===== config.mk =====
export PLATFORM = sky130hd
export DESIGN_NAME = sub8_seq
export DESIGN_NICKNAME = d
export VERILOG_FILES = /design/src/rtl/sub8_seq_pkg.sv /design/src/rtl/sub8_seq_fs.sv /design/src/rtl/sub8_seq.sv
export SDC_FILE = /design/constraint.sdc
export NUM_CORES = 1
export LEC_CHECK = 0
export BUFFER_PORTS_ARGS = -buffer_cell sky130_fd_sc_hd__buf_2
export CAP_MARGIN = 5
export CORE_UTILIZATION = 45
export CTS_BUF_LIST = sky130_fd_sc_hd__clkbuf_4 sky130_fd_sc_hd__clkbuf_8 sky130_fd_sc_hd__clkbuf_16
export CTS_CLUSTER_DIAMETER = 60
export DETAILED_ROUTE_END_ITERATION = 16
export PLACE_DENSITY = 0.67
export SLEW_MARGIN = 20
export SYNTH_ARGS = -nofsm -noshare
export SYNTH_HDL_FRONTEND = slang
export SYNTH_SLANG_ARGS = --single-unit

===== constraint.sdc =====
create_clock -name clk -period 4.35 [get_ports clk]
set_input_delay 0.435 -clock clk [delete_from_list [all_inputs] [get_ports clk]]
set_output_delay 0.435 -clock clk [all_outputs]
set_load 0.02 [all_outputs]

===== src/rtl/sub8_seq_pkg.sv =====
// Shared types and constants for the bit-serial 8-bit subtractor.
// The saturation constants are only consumed when SUB8_SAT_EN is defined.
package sub8_seq_pkg;

  localparam int WIDTH = 8;
  localparam int CNT_W = 3;
  localparam logic [CNT_W-1:0] CNT_LAST = 3'd7;

  localparam logic [WIDTH-1:0] SAT_POS = 8'h7F;
  localparam logic [WIDTH-1:0] SAT_NEG = 8'h80;

  typedef enum logic [1:0] {
    IDLE = 2'd0,
    RUN  = 2'd1,
    DONE = 2'd2
  } state_t;

  // Clamp value for a signed overflow, chosen by the sign of the minuend.
  function automatic logic [WIDTH-1:0] sat_val(input logic a_neg);
    return a_neg ? SAT_NEG : SAT_POS;
  endfunction

endpackage


===== src/rtl/sub8_seq_fs.sv =====
// 1-bit full subtractor: d = x - y - bin, bout set when a borrow is needed.
module sub8_seq_fs (
  input  logic x_i,
  input  logic y_i,
  input  logic bin_i,
  output logic d_o,
  output logic bout_o
);

  assign d_o    = x_i ^ y_i ^ bin_i;
  assign bout_o = (~x_i & y_i) | (~(x_i ^ y_i) & bin_i);

endmodule


===== src/rtl/sub8_seq.sv =====
// Bit-serial 8-bit subtractor: one bit per cycle LSB first, result 8 edges after start.
// Define SUB8_SAT_EN to clamp D to 8'h80/8'h7F on signed overflow.
module sub8_seq
  import sub8_seq_pkg::*;
(
  input  logic             clk,
  input  logic             rst_n,
  input  logic             start,
  input  logic [WIDTH-1:0] A,
  input  logic [WIDTH-1:0] B,
  input  logic             Bin,
  output logic             busy,
  output logic             done,
  output logic [WIDTH-1:0] D,
  output logic             Bout,
  output logic             ovfl
);

  state_t           state_q, state_d;
  logic [WIDTH-1:0] a_q, a_d;
  logic [WIDTH-1:0] b_q, b_d;
  logic             brw_q, brw_d;
  logic [CNT_W-1:0] cnt_q, cnt_d;
  logic [WIDTH-1:0] acc_q, acc_d;
  logic [WIDTH-1:0] d_q, d_d;
  logic             bout_q, bout_d;
  logic             ovfl_q, ovfl_d;

  logic             fs_d;
  logic             fs_bout;
  logic [WIDTH-1:0] raw;
  logic             ovf;

  sub8_seq_fs u_fs (
    .x_i    (a_q[cnt_q]),
    .y_i    (b_q[cnt_q]),
    .bin_i  (brw_q),
    .d_o    (fs_d),
    .bout_o (fs_bout)
  );

  // Partial bits are shifted in from the top so bit 0 lands at D[0] after 8 shifts.
  assign raw = {fs_d, acc_q[WIDTH-1:1]};
  assign ovf = (a_q[WIDTH-1] != b_q[WIDTH-1]) && (raw[WIDTH-1] != a_q[WIDTH-1]);

  always_comb begin
    state_d = state_q;
    a_d     = a_q;
    b_d     = b_q;
    brw_d   = brw_q;
    cnt_d   = cnt_q;
    acc_d   = acc_q;
    d_d     = d_q;
    bout_d  = bout_q;
    ovfl_d  = ovfl_q;
    case (state_q)
      IDLE, DONE: begin
        if (start) begin
          a_d     = A;
          b_d     = B;
          brw_d   = Bin;
          cnt_d   = '0;
          acc_d   = '0;
          state_d = RUN;
        end else begin
          state_d = IDLE;
        end
      end
      RUN: begin
        acc_d = raw;
        brw_d = fs_bout;
        cnt_d = cnt_q + 3'd1;
        if (cnt_q == CNT_LAST) begin
          state_d = DONE;
          bout_d  = fs_bout;
          ovfl_d  = ovf;
`ifdef SUB8_SAT_EN
          d_d     = ovf ? sat_val(a_q[WIDTH-1]) : raw;
`else
          d_d     = raw;
`endif
        end
      end
      default: state_d = IDLE;
    endcase
  end

  always_ff @(posedge clk) begin
    if (!rst_n) begin
      state_q <= IDLE;
      a_q     <= '0;
      b_q     <= '0;
      brw_q   <= 1'b0;
      cnt_q   <= '0;
      acc_q   <= '0;
      d_q     <= '0;
      bout_q  <= 1'b0;
      ovfl_q  <= 1'b0;
    end else begin
      state_q <= state_d;
      a_q     <= a_d;
      b_q     <= b_d;
      brw_q   <= brw_d;
      cnt_q   <= cnt_d;
      acc_q   <= acc_d;
      d_q     <= d_d;
      bout_q  <= bout_d;
      ovfl_q  <= ovfl_d;
    end
  end

  assign busy = (state_q == RUN);
  assign done = (state_q == DONE);
  assign D    = d_q;
  assign Bout = bout_q;
  assign ovfl = ovfl_q;

endmodule


# == Word level (Yosys, flattened, before mapping) ==
# Cells that the tools add are included.
# Widths: inputs -> output; s select.
# op_classes
add_sub_neg,1
magnitude_cmp,1
eq_ne,7
mux,13
n_bitwise,7
reduce_logical,7
# op_table
operator,count
$pmux 8 s2,1
$mux 8,1
$bmux 1 s3,2
$pmux 3 s2,1
$reduce_and 2->1,3
$lt 3x4->1 const B,1
$mux 1,4
$pmux 2 s2,1
$add 3x1->3 const B,1
$eq 3x3->1 const B,1
$mux 3,1
$and 1x1->1,2
$eq 2x1->1 const B,1
$eq 2x2->1 const B,1
$logic_not 2->1,1
$mux 2,1
$ne 1x1->1,2
$ne 2x1->1 const B,1
$ne 2x2->1 const B,1
$not 1->1,2
$pmux 1 s2,1
$reduce_bool 2->1,1
$reduce_or 2->1,1
$xor 1x1->1,2
2 further kinds,2
# totals
reg_bits,40
word_cells,45

# == Longest topological paths before layout ==
# Gate-level depths: netlist of the first run.
# logic_depth
word_depth,7
ltp_mapped,7
ltp_nobuf,6

# == Modules after synthesis ==
# A second synthesis of the first run with hierarchy kept.
# unflattened
hier_cells,187
area_unflattened_um2,1689.1
# modules_own_cells
module,n_inst,cells_each,area_per_inst_um2
sub8_seq,1,183,1657.8
sub8_seq_fs,1,4,31.3

# == Worst setup path before layout of the first run ==
# No wires, ideal clock.
# synth_path
kind,register to register
start,register cnt_q[2]
end,register ovfl_q (netlist: ovfl)
setup_time_ps,119
arrival_time_ps,2026
setup_slack_ps,2204
path_stages_with_launch,7
path_buffers,0
synth_period_minus_slack_ps,2146
path_cell_list,dfxtp_1 -> mux4_1 -> mux2_2 -> fa_1 -> nor2_1 -> a21oi_1 -> a21oi_1
# synth_between
elab_chain_len,6
word_cells_on_any_way,10
# synth_rtl
item,line_no,rtl
"start, declared",sub8_seq.sv:23,"logic [CNT_W-1:0] cnt_q, cnt_d;"
"start signal, assigned",sub8_seq.sv:104,cnt_q <= cnt_d;
$bmux 1 s3 (on tied branches),"sub8_seq.sv:35, sub8_seq.sv:36",
$mux 1 (on tied branches),"sub8_seq.sv:35, sub8_seq.sv:36",
$xor 1x1->1 (*) (2 in series),sub8_seq_fs.sv:10,assign d_o = x_i ^ y_i ^ bin_i;
named net fs_d,sub8_seq.sv:29,logic fs_d;
$ne 1x1->1 (*),sub8_seq.sv:44,assign ovf = (a_q[WIDTH-1] != b_q[WIDTH-1]) && (raw[WIDTH-1] != a_q[WIDTH-1]);
$logic_and 1x1->1 (*),sub8_seq.sv:44,
"end signal, assigned",sub8_seq.sv:108,ovfl_q <= ovfl_d;
"end, declared",sub8_seq.sv:27,"logic ovfl_q, ovfl_d;"
# Mark *: on every way through the listed nets, which the timed path passes. The rest lies on a longest branch. The select of a mux whose other input is x is not followed.
# A chain may end at the register's enable or synchronous reset.

# == Worst setup path in the final report of the first run ==
# layout_path
start,register cnt_q[0]
end,register ovfl_q (netlist: ovfl)
# The elaborated chain is that of the path after synthesis.

==> impl_metrics.csv, run 1 <==
group,metric,value,unit
placement,gp_congestion,0.746,
clock_network,ctsHoldBuffers,0,
power,cellLeakagePower,0.785,nW
clock_network,clk_pin_slew_worst_paths,70,ps
power,total_power,0.749,mW
route,drc,0,
setup_path,r2r_cells,6,
setup_path,start_kind,"flip-flop",
logic_synthesis,synth_top_area_share,46.8,%
route,drtIter0Drc,75,
logic_synthesis,synth_area,1670,um2
setup_path,crit_start,"cnt_q[0]$_SDFFE_PN0P_",
sta,final.setup_skew,6.35,ps
die,die_x,62.9,um
clock_network,cts_root_buf,"clkbuf_8",
setup_path,path_cells,"mux4_2 > mux2_2 > fa_1 > nor2_1 > a21oi_1 > a21oi_1",
power,irDropWorstVdd,232,uV
logic_synthesis,ys_warn_count,0,
logic_synthesis,synth_seq_cells,39,
route,via_count,1297,
setup_path,reg2reg_to,"ovfl$_SDFFE_PN0P_",
route,ant_nets,0,
setup_path,timing.rr.start,"cnt_q[0]$_SDFFE_PN0P_",
sta,max-slew-margin-rel,32.6,%
sta,setup_ws,2030,ps
sta,worst_slew_pin_slew,1010,ps
logic_synthesis,async_flop_share,0,%
grt,grt_max_degree,40,
worst_hold_path,hp-class,"input pin to flip-flop",
logic_synthesis,seq_area_frac_synth,46.8,%
sta,rsz0062_at_grt,"no",
cells_and_area,syn_to_final_growth,16.0,%
cells_and_area,drive_gt1_share,20.5,%
job,max_cap_viol_count,0,
worst_hold_path,hp-start,"A[6]",
grt,grt_use_total,18.2,%
die,initial_utilization,48.5,%
setup_path,cp.arrival,2490,ps
run_status,status,"complete, no violations",
logic_synthesis,post-synth-top-area-cell,"dfxtp_1",
cells_and_area,design_area,1930,um2
die,coreArea,3440,um2
setup_path,critical_path_required,4520,ps
clock_network,cts_buffers,5,
clock_network,clk_path_buf_depth,2,
route,wirelength,3150,um
route,vias_per_cell,5.07,
setup_path,crit_type,"flip-flop to flip-flop",
route,wl_per_cell,12.3,um
sta,period_needed,2320,ps
sta,setup_viol_count_final,0,
clock_network,cts.sinks,39,
clock_network,clkLatencyLatePin,290,ps
logic_synthesis,syn-instance-count,183,
setup_path,r2r_setup_slack,2030,ps
cells_and_area,multi_input_comb_area,816,um2
setup_path,crit_path_end_kind,"flip-flop",
logic_synthesis,synth_nets,206,
grt,grt_pass1_wl,5630,um
cells_and_area,seq_area,781,um2
clock_network,cts_tree,"built",
sta,hold_viol,0,
sta,tns,0,ps
logic_synthesis,syn_area_per_cell,9.11,um2
setup_path,cp_common_cell,"a21oi_1",
cells_and_area,finish.net_count,232,
clock_network,cts_resized,0,
grt,antenna_found_initial,0,
sta,final_max_slew_viol_count,0,
route,firstDrtPassIters,4,
logic_synthesis,synth_edf_count,0,
setup_path,crit_fanout,7,
setup_path,cp_slowest_stage_delay,590,ps
sta,clock.fmax,431,MHz
die,die_h,62.9,um
clock_network,htreeDepth,2,
placement,placed_area,1810,um2
placement,dp_slack,2050,ps
setup_path,slowest_stage,"fa_1",
sta,holdWs,399,ps
setup_path,crit_end,"ovfl$_SDFFE_PN0P_",
cells_and_area,fillers,329,
die,die-area,3950,um2
cells_and_area,antennaDiodeCount,0,
placement,port_buffers,31,
logic_synthesis,synth-main-ff-cell,"dfxtp_1",
logic_synthesis,ys_top_cells_by_count,"nand2_1 (58), dfxtp_1 (39), a21boi_0 (32)",
logic_synthesis,synth_area_leaders,"dfxtp_1 (47%), a21boi_0 (14%), nand2_1 (13%), mux4_1 (4.7%), nand3_1 (3.0%)",
logic_synthesis,ys_types,29,
grt,grt_pass1_vias,1267,
sta,fin_crit_sh,53.3,%
placement,dp_hpwl,2170,um
grt,overflow,0,
die,boundaryPins,32,
die,num_rows,21,
power,power_density,387,nW/um2
clock_network,cts_setup_buffers,0,
logic_synthesis,yosysMostFrequentCell,"nand2_1",
[registers in the layout (all words and copies together), names as in the netlist]
name / flops
D: 8
cnt_q: 3
a_q: 8
b_q: 8
Bout: 1
state_q: 2
brw_q: 1
acc_q: 7
ovfl: 1
[cells in the final DEF (no fill, tap or decap), types with 3 or more instances in the layout]
| master | instances |
|---|---|
| nand3_1 | 10 |
| a21boi_0 | 32 |
| clkbuf_8 | 6 |
| buf_2 | 31 |
| nand2_1 | 58 |
| mux4_1 | 3 |
| dfxtp_1 | 39 |
[worst max-delay path, delay by kind of cell (launching register included)]
kind,cells,cell delay (ps)
compound gates,2,230
flops,1,490
mux,2,820
fa+ha+maj,1,590
simple gates,1,80
[final cells by class]
type | instances | share of cell area (%)
flip-flops and latches | 39 | 40.4
multi-input cells | 130 | 42.2
well taps | 46 | 2.98
inverters | 2 | 0.388
clock inverters | 2 | 1.81
clock buffers | 6 | 4.27
repair buffers | 31 | 8.02
[power breakdown]
group | total [mW] | internal (mW) | switching [mW]
combinational | 0.0647 | 0.0292 | 0.0355
clock | 0.306 | 0.185 | 0.120
sequential | 0.379 | 0.369 | 0.00959
total | 0.749 | 0.584 | 0.165
[worst min-delay path by stage]
stage | to | slack (ps) | cells after the start
after floorplan | b_q[1]$_SDFFE_PN0P_ | 440 | 2
after global placement | D[2]$_SDFFE_PN0P_ | 450 | 2
after detailed placement | D[2]$_SDFFE_PN0P_ | 450 | 2
after CTS | b_q[6]$_SDFFE_PN0P_ | 390 | 3
after global routing | a_q[5]$_SDFFE_PN0P_ | 400 | 3
final | a_q[6]$_SDFFE_PN0P_ | 400 | 3
[layer usage]
layer  up-vias  track usage (%)  wire, um
li1        666                -         -
met1       597             22.0      1470
met2        32             30.8      1510
met3         2             6.57       154
met4         0             3.49         7
met5         -                0         0
[cell families (layout without fill, tap and decap cells)]
logic type	after synthesis	after routing	synth area share [%]
buffers and inverters	14	41	4.42
adders and majority gates	3	3	2.70
DFF	39	39	46.8
muxes	6	6	7.35
AOI/OAI and AO/OA	41	41	18.1
and+or+nand+nor	80	80	20.6
[through the flow]
stage	std cells	util (%)
final	256	56.2
after global routing	256	56.2
after CTS	256	56.1
after detailed placement	248	52.7
after global placement	248	52.7
after floorplan	183	-
Power figures use the tool's default switching activity.
==> run 2: changes to the inputs <==
clock period = 2.4 ns   (was 4.35 ns; I/O delays follow)
==> impl_metrics.csv, run 2 (synthesis results as in run 1) <==
group,metric,value,unit
clock_network,cts_setup_buffers,0,
setup_path,critical_path_required,2570,ps
power,irDropWorstVdd,358,uV
sta,setup_viol_count_final,0,
clock_network,clkLatencyLatePin,280,ps
run_status,status,"complete, no violations",
die,die_x,62.9,um
cells_and_area,fillers,334,
cells_and_area,drive_gt1_share,21.5,%
clock_network,ctsHoldBuffers,0,
sta,final.setup_skew,6.07,ps
placement,dp_slack,204,ps
clock_network,cts_buffers,5,
placement,dp_hpwl,2200,um
grt,grt_pass1_wl,5400,um
grt,overflow,0,
die,coreArea,3440,um2
power,intPower,0.954,mW
placement,gp_congestion,0.753,
setup_path,timing.rr.start,"cnt_q[2]$_SDFFE_PN0P_",
setup_path,cp.arrival,2370,ps
sta,holdWs,205,ps
power,power_density,641,nW/um2
setup_path,r2r_cells,6,
sta,final_max_slew_viol_count,0,
route,drc,0,
worst_hold_path,holdPathStages,3,
grt,antenna_found_initial,0,
sta,setup_ws,196,ps
power,cellLeakagePower,0.795,nW
sta,worst_slew_pin_slew,664,ps
clock_network,clk_path_buf_depth,2,
power,p_seq_share,55.1,%
job,max_cap_viol_count,0,
power,switching_share,23.3,%
die,initial_utilization,48.5,%
setup_path,crit_fanout,4,
setup_path,crit_path_end_kind,"flip-flop",
clock_network,cts_resized,0,
setup_path,reg2reg_to,"ovfl$_SDFFE_PN0P_",
die,boundaryPins,32,
die,die-area,3950,um2
route,drtIter0Drc,54,
sta,rsz0062_at_grt,"no",
grt,grt_use_total,17.2,%
clock_network,cts.sinks,39,
power,switching_power,0.289,mW
placement,port_buffers,31,
sta,max-slew-margin-rel,55.8,%
die,num_rows,21,
route,via_count,1288,
clock_network,cts_root_buf,"clkbuf_8",
clock_network,cts_tree,"built",
route,firstDrtPassIters,4,
route,wirelength,3100,um
clock_network,clk_pin_slew_worst_paths,70,ps
power,total_power,1.24,mW
grt,grt_max_degree,40,
power,power_frac_clock,34.9,%
power,pwr-share-comb,10.0,%
sta,hold_viol,0,
route,wl_per_cell,11.9,um
cells_and_area,final_cell_mix,"nand2_1 (58), dfxtp_1 (39), a21boi_0 (32)",
sta,tns,0,ps
sta,period_needed,2200,ps
cells_and_area,design_area,1940,um2
setup_path,start_kind,"flip-flop",
grt,grt_pass1_vias,1246,
sta,clock.fmax,454,MHz
route,vias_per_cell,4.95,
worst_hold_path,hp-class,"input pin to flip-flop",
clock_network,htreeDepth,2,
die,die_h,62.9,um
cells_and_area,layout_commonest_cell,"nand2_1",
setup_path,crit_type,"flip-flop to flip-flop",
cells_and_area,syn_to_final_growth,16.3,%
setup_path,r2r_setup_slack,200,ps
sta,fin_crit_sh,91.8,%
worst_hold_path,holdPathEnd,"b_q[3]$_SDFFE_PN0P_",
placement,placed_area,1850,um2
worst_hold_path,hp-start,"B[3]",
cells_and_area,finish.net_count,237,
cells_and_area,antennaDiodeCount,0,
route,ant_nets,0,
-- run 2: cell types whose count changed in the layout (fill, tap and decap cells not counted) --
cell,previous run,this run
buf_4,0,5
bufinv_16,1,0
nor2b_1,1,2
nor2b_2,1,0
-- run 2: how the worst max path moves through the flow --
stage | start | to | slack (ps)
floorplan | cnt_q[2]$_SDFFE_PN0P_ | ovfl$_SDFFE_PN0P_ | 250
global route | cnt_q[0]$_SDFFE_PN0P_ | ovfl$_SDFFE_PN0P_ | 80
finish | cnt_q[2]$_SDFFE_PN0P_ | ovfl$_SDFFE_PN0P_ | 200
CTS | cnt_q[2]$_SDFFE_PN0P_ | ovfl$_SDFFE_PN0P_ | 180
detailed placement | cnt_q[2]$_SDFFE_PN0P_ | ovfl$_SDFFE_PN0P_ | 200
global placement | cnt_q[0]$_SDFFE_PN0P_ | ovfl$_SDFFE_PN0P_ | 260
-- run 2: layout make-up --
class / instances / area, um2 / area share [%]
inverters: 2 / 7.51 / 0.387
well taps: 46 / 57.6 / 2.97
multi-input cells: 130 / 813 / 41.9
clock buffers: 6 / 82.6 / 4.26
flip-flops and latches: 39 / 781 / 40.3
repair buffers: 36 / 193 / 9.94
clock inverters: 1 / 5.00 / 0.258
-- run 2: power by group through the flow --
stage | registers, mW | clock network (mW) | logic [mW]
2_1_floorplan | 0.694 | 0 | 0.0945
5_1_grt | 0.688 | 0.470 | 0.141
6_report | 0.685 | 0.434 | 0.125
3_3_place_gp | 0.699 | 0 | 0.122
3_5_place_dp | 0.700 | 0 | 0.126
4_1_cts | 0.685 | 0.443 | 0.126
-- run 2: routing by layer --
metal	wire [um]	vias up	global-route usage [%]	share of wire (%)
li1	-	674	-	-
met1	1490	586	20.4	48
met2	1470	23	29.4	47
met3	114	5	5.84	3.7
met4	32	0	4.36	1.0
met5	0	-	0	0
-- run 2: through the flow --
stage	cells	util, %
2_1_floorplan	183	-
3_3_place_gp	253	53.8
3_5_place_dp	253	53.8
4_1_cts	260	56.3
5_1_grt	260	56.3
6_report	260	56.3
-- run 2: worst max-delay path: stages, from the launching register on --
cell and delay, ps:
dfxtp_1 350, mux4_1 580, mux2_2 300, fa_1 570, nor2_1 60, a21oi_1 140, a21oi_1 100
==> run 3: changes to the inputs <==
--- a/config.mk
+++ b/config.mk
@@ -16,3 +16,4 @@
 export SYNTH_ARGS = -nofsm -noshare
 export SYNTH_HDL_FRONTEND = slang
+export SYNTH_HIERARCHICAL = 1
 export SYNTH_SLANG_ARGS = --single-unit
==> constraint.sdc (replaced) <==
create_clock -name clk -period 2.4 [get_ports clk]
set_input_delay 0.12 -clock clk [delete_from_list [all_inputs] [get_ports clk]]
set_output_delay 0.12 -clock clk [all_outputs]
set_load 0.02 [all_outputs]
==> impl_metrics.csv, run 3 <==
group,metric,value,unit
logic_synthesis,syn_area_per_cell,9.03,um2
placement,gp_congestion,0.707,
setup_path,start_kind,"flip-flop",
power,power_density,635,nW/um2
cells_and_area,antennaDiodeCount,0,
setup_path,crit_buf_inv,1,
sta,setup_ws,79.2,ps
logic_synthesis,ys_types,26,
logic_synthesis,ys_top_cells_by_count,"nand2_1 (52), dfxtp_1 (39), a21boi_0 (33)",
logic_synthesis,post-synth-top-area-cell,"dfxtp_1",
clock_network,ctsHoldBuffers,0,
cells_and_area,fillers,318,
grt,grt_pass1_wl,5630,um
grt,grt_use_total,18.2,%
die,initial_utilization,48.7,%
sta,rsz0062_at_grt,"no",
cells_and_area,drive_gt1_share,22.5,%
sta,clock.fmax,431,MHz
route,drtIter0Drc,52,
logic_synthesis,synth_edf_count,0,
cells_and_area,syn_to_final_growth,16.9,%
logic_synthesis,ys_warn_count,6,
logic_synthesis,async_flop_share,0,%
sta,max-slew-margin-rel,53.1,%
setup_path,slowest_stage,"mux4_1",
route,drc,0,
route,wirelength,3270,um
logic_synthesis,synth_top_area_share,46.2,%
logic_synthesis,seq_area_frac_synth,46.2,%
die,die-area,4000,um2
setup_path,crit_type,"flip-flop to flip-flop",
grt,grt_max_degree,40,
cells_and_area,finish.net_count,241,
setup_path,path_cells,"mux4_1 > mux2_2 > inv_1 > fa_1 > nand2_1 > nor2_1 > o311a_1",
placement,dp_slack,-12.5,ps
route,wl_per_cell,12.4,um
logic_synthesis,synth_seq_cells,39,
clock_network,cts_buffers,5,
setup_path,crit_family,"multiplexers",
grt,grt_pass1_vias,1298,
clock_network,clkLatencyLatePin,280,ps
sta,period_needed,2320,ps
route,via_count,1359,
job,max_cap_viol_count,0,
logic_synthesis,synth_area_leaders,"dfxtp_1 (46%), a21boi_0 (15%), nand2_1 (12%), mux4_1 (6.2%), nand3_1 (5.0%)",
cells_and_area,final_cell_mix,"nand2_1 (52), dfxtp_1 (38), a21boi_0 (33)",
setup_path,crit_fanout,5,
placement,port_buffers,31,
setup_path,cp.arrival,2500,ps
sta,final.setup_skew,3.64,ps
sta,worst_slew_pin_slew,704,ps
sta,setup_viol_count_final,0,
die,boundaryPins,32,
setup_path,critical_path_required,2580,ps
logic_synthesis,synth_area,1690,um2
die,die_x,63.3,um
power,cellLeakagePower,0.821,nW
clock_network,clk_path_buf_depth,2,
logic_synthesis,yosysMostFrequentCell,"nand2_1",
sta,fin_crit_sh,96.7,%
route,vias_per_cell,5.15,
logic_synthesis,synth_nets,210,
logic_synthesis,synth-main-ff-cell,"dfxtp_1",
grt,antenna_found_initial,0,
clock_network,cts_root_buf,"clkbuf_8",
power,irDropWorstVdd,465,uV
die,num_rows,21,
cells_and_area,layout_commonest_cell,"nand2_1",
logic_synthesis,syn-instance-count,187,
worst_hold_path,hp-class,"input pin to flip-flop",
grt,overflow,0,
die,die_h,63.3,um
placement,dp_hpwl,2340,um
cells_and_area,fin_util,56.9,%
route,ant_nets,0,
clock_network,cts.sinks,39,
clock_network,clk_pin_slew_worst_paths,70,ps
sta,hold_viol,0,
clock_network,cts_tree,"built",
clock_network,htreeDepth,2,
sta,final_max_slew_viol_count,0,
die,coreArea,3470,um2
route,firstDrtPassIters,4,
run_status,status,"complete, no violations",
setup_path,crit_path_end_kind,"flip-flop",
setup_path,cp_slowest_stage_delay,570,ps
[run 3: what timing repair did]
| item | 4_1_cts | 5_1_grt |
|---|---|---|
| endpoints found under the hold margin | 0 | 0 |
| setup endpoints to repair | 1 | 0 |
| gates resized for setup | 1 | 0 |
| buffers inserted | 0 | 0 |
[run 3: final timing paths]
check                           cells after the start             endpoint  slack (ps)                   from
worst max-delay path                                7    ovfl$_SDFFE_PN0P_          80  cnt_q[0]$_SDFFE_PN0P_
worst min-delay path                                3  b_q[2]$_SDFFE_PN0P_          80                   B[2]
worst max register to register                      7    ovfl$_SDFFE_PN0P_          80  cnt_q[0]$_SDFFE_PN0P_
worst min register to register                      2    D[0]$_SDFFE_PN0P_         460      D[0]$_SDFFE_PN0P_
[run 3: area by class of cell]
type,instances,area (um2),area share [%]
Clock inverter,1,5.00,0.253
Tap cell,46,57.6,2.92
Multi-Input combinational cell,130,825,41.8
Clock buffer,6,82.6,4.18
Inverter,4,15.0,0.760
Sequential cell,39,782,39.6
Timing Repair Buffer,38,208,10.5
[run 3: cells by family after synthesis]
| logic type | Yosys count | share of synthesized area, % |
|---|---|---|
| AOI/OAI and AO/OA | 38 | 16.7 |
| adders and majority gates | 3 | 2.67 |
| buffers and inverters | 18 | 4.96 |
| DFF | 39 | 46.2 |
| muxes | 7 | 8.15 |
| and+or+nand+nor | 82 | 21.3 |
[run 3: through the flow]
step	hold slack, ps	cells	power [mW]	area, um2	TNS [ps]
final	77.4	264	1.25	1970	0
after global routing	81.5	264	1.32	1970	0
after CTS	73.2	264	1.27	1970	0
after detailed placement	379	257	0.834	1890	-12.5
after global placement	371	257	0.827	1890	0
after floorplan	265	187	0.790	1690	0
[run 3: worst reg2reg max path, stage by stage (launching register included)]
cell	delay, ps
dfxtp_2	390
mux4_1	570
mux2_2	280
inv_1	70
fa_1	470
nand2_1	80
nor2_1	40
o311a_1	310
[run 3: routing by layer]
metal	up-vias	part of all wire (%)	GRT usage (%)
met5	-	0	0
met1	640	48	21.5
li1	691	-	-
met3	6	3.1	3.44
met2	22	47	31.5
met4	0	1.4	8.52
[run 3: where the power goes]
group / total, mW / internal, mW / switching (mW)
Sequential: 0.688 / 0.670 / 0.0172
Combinational: 0.131 / 0.0600 / 0.0711
Clock: 0.436 / 0.225 / 0.211
Total: 1.25 / 0.956 / 0.299
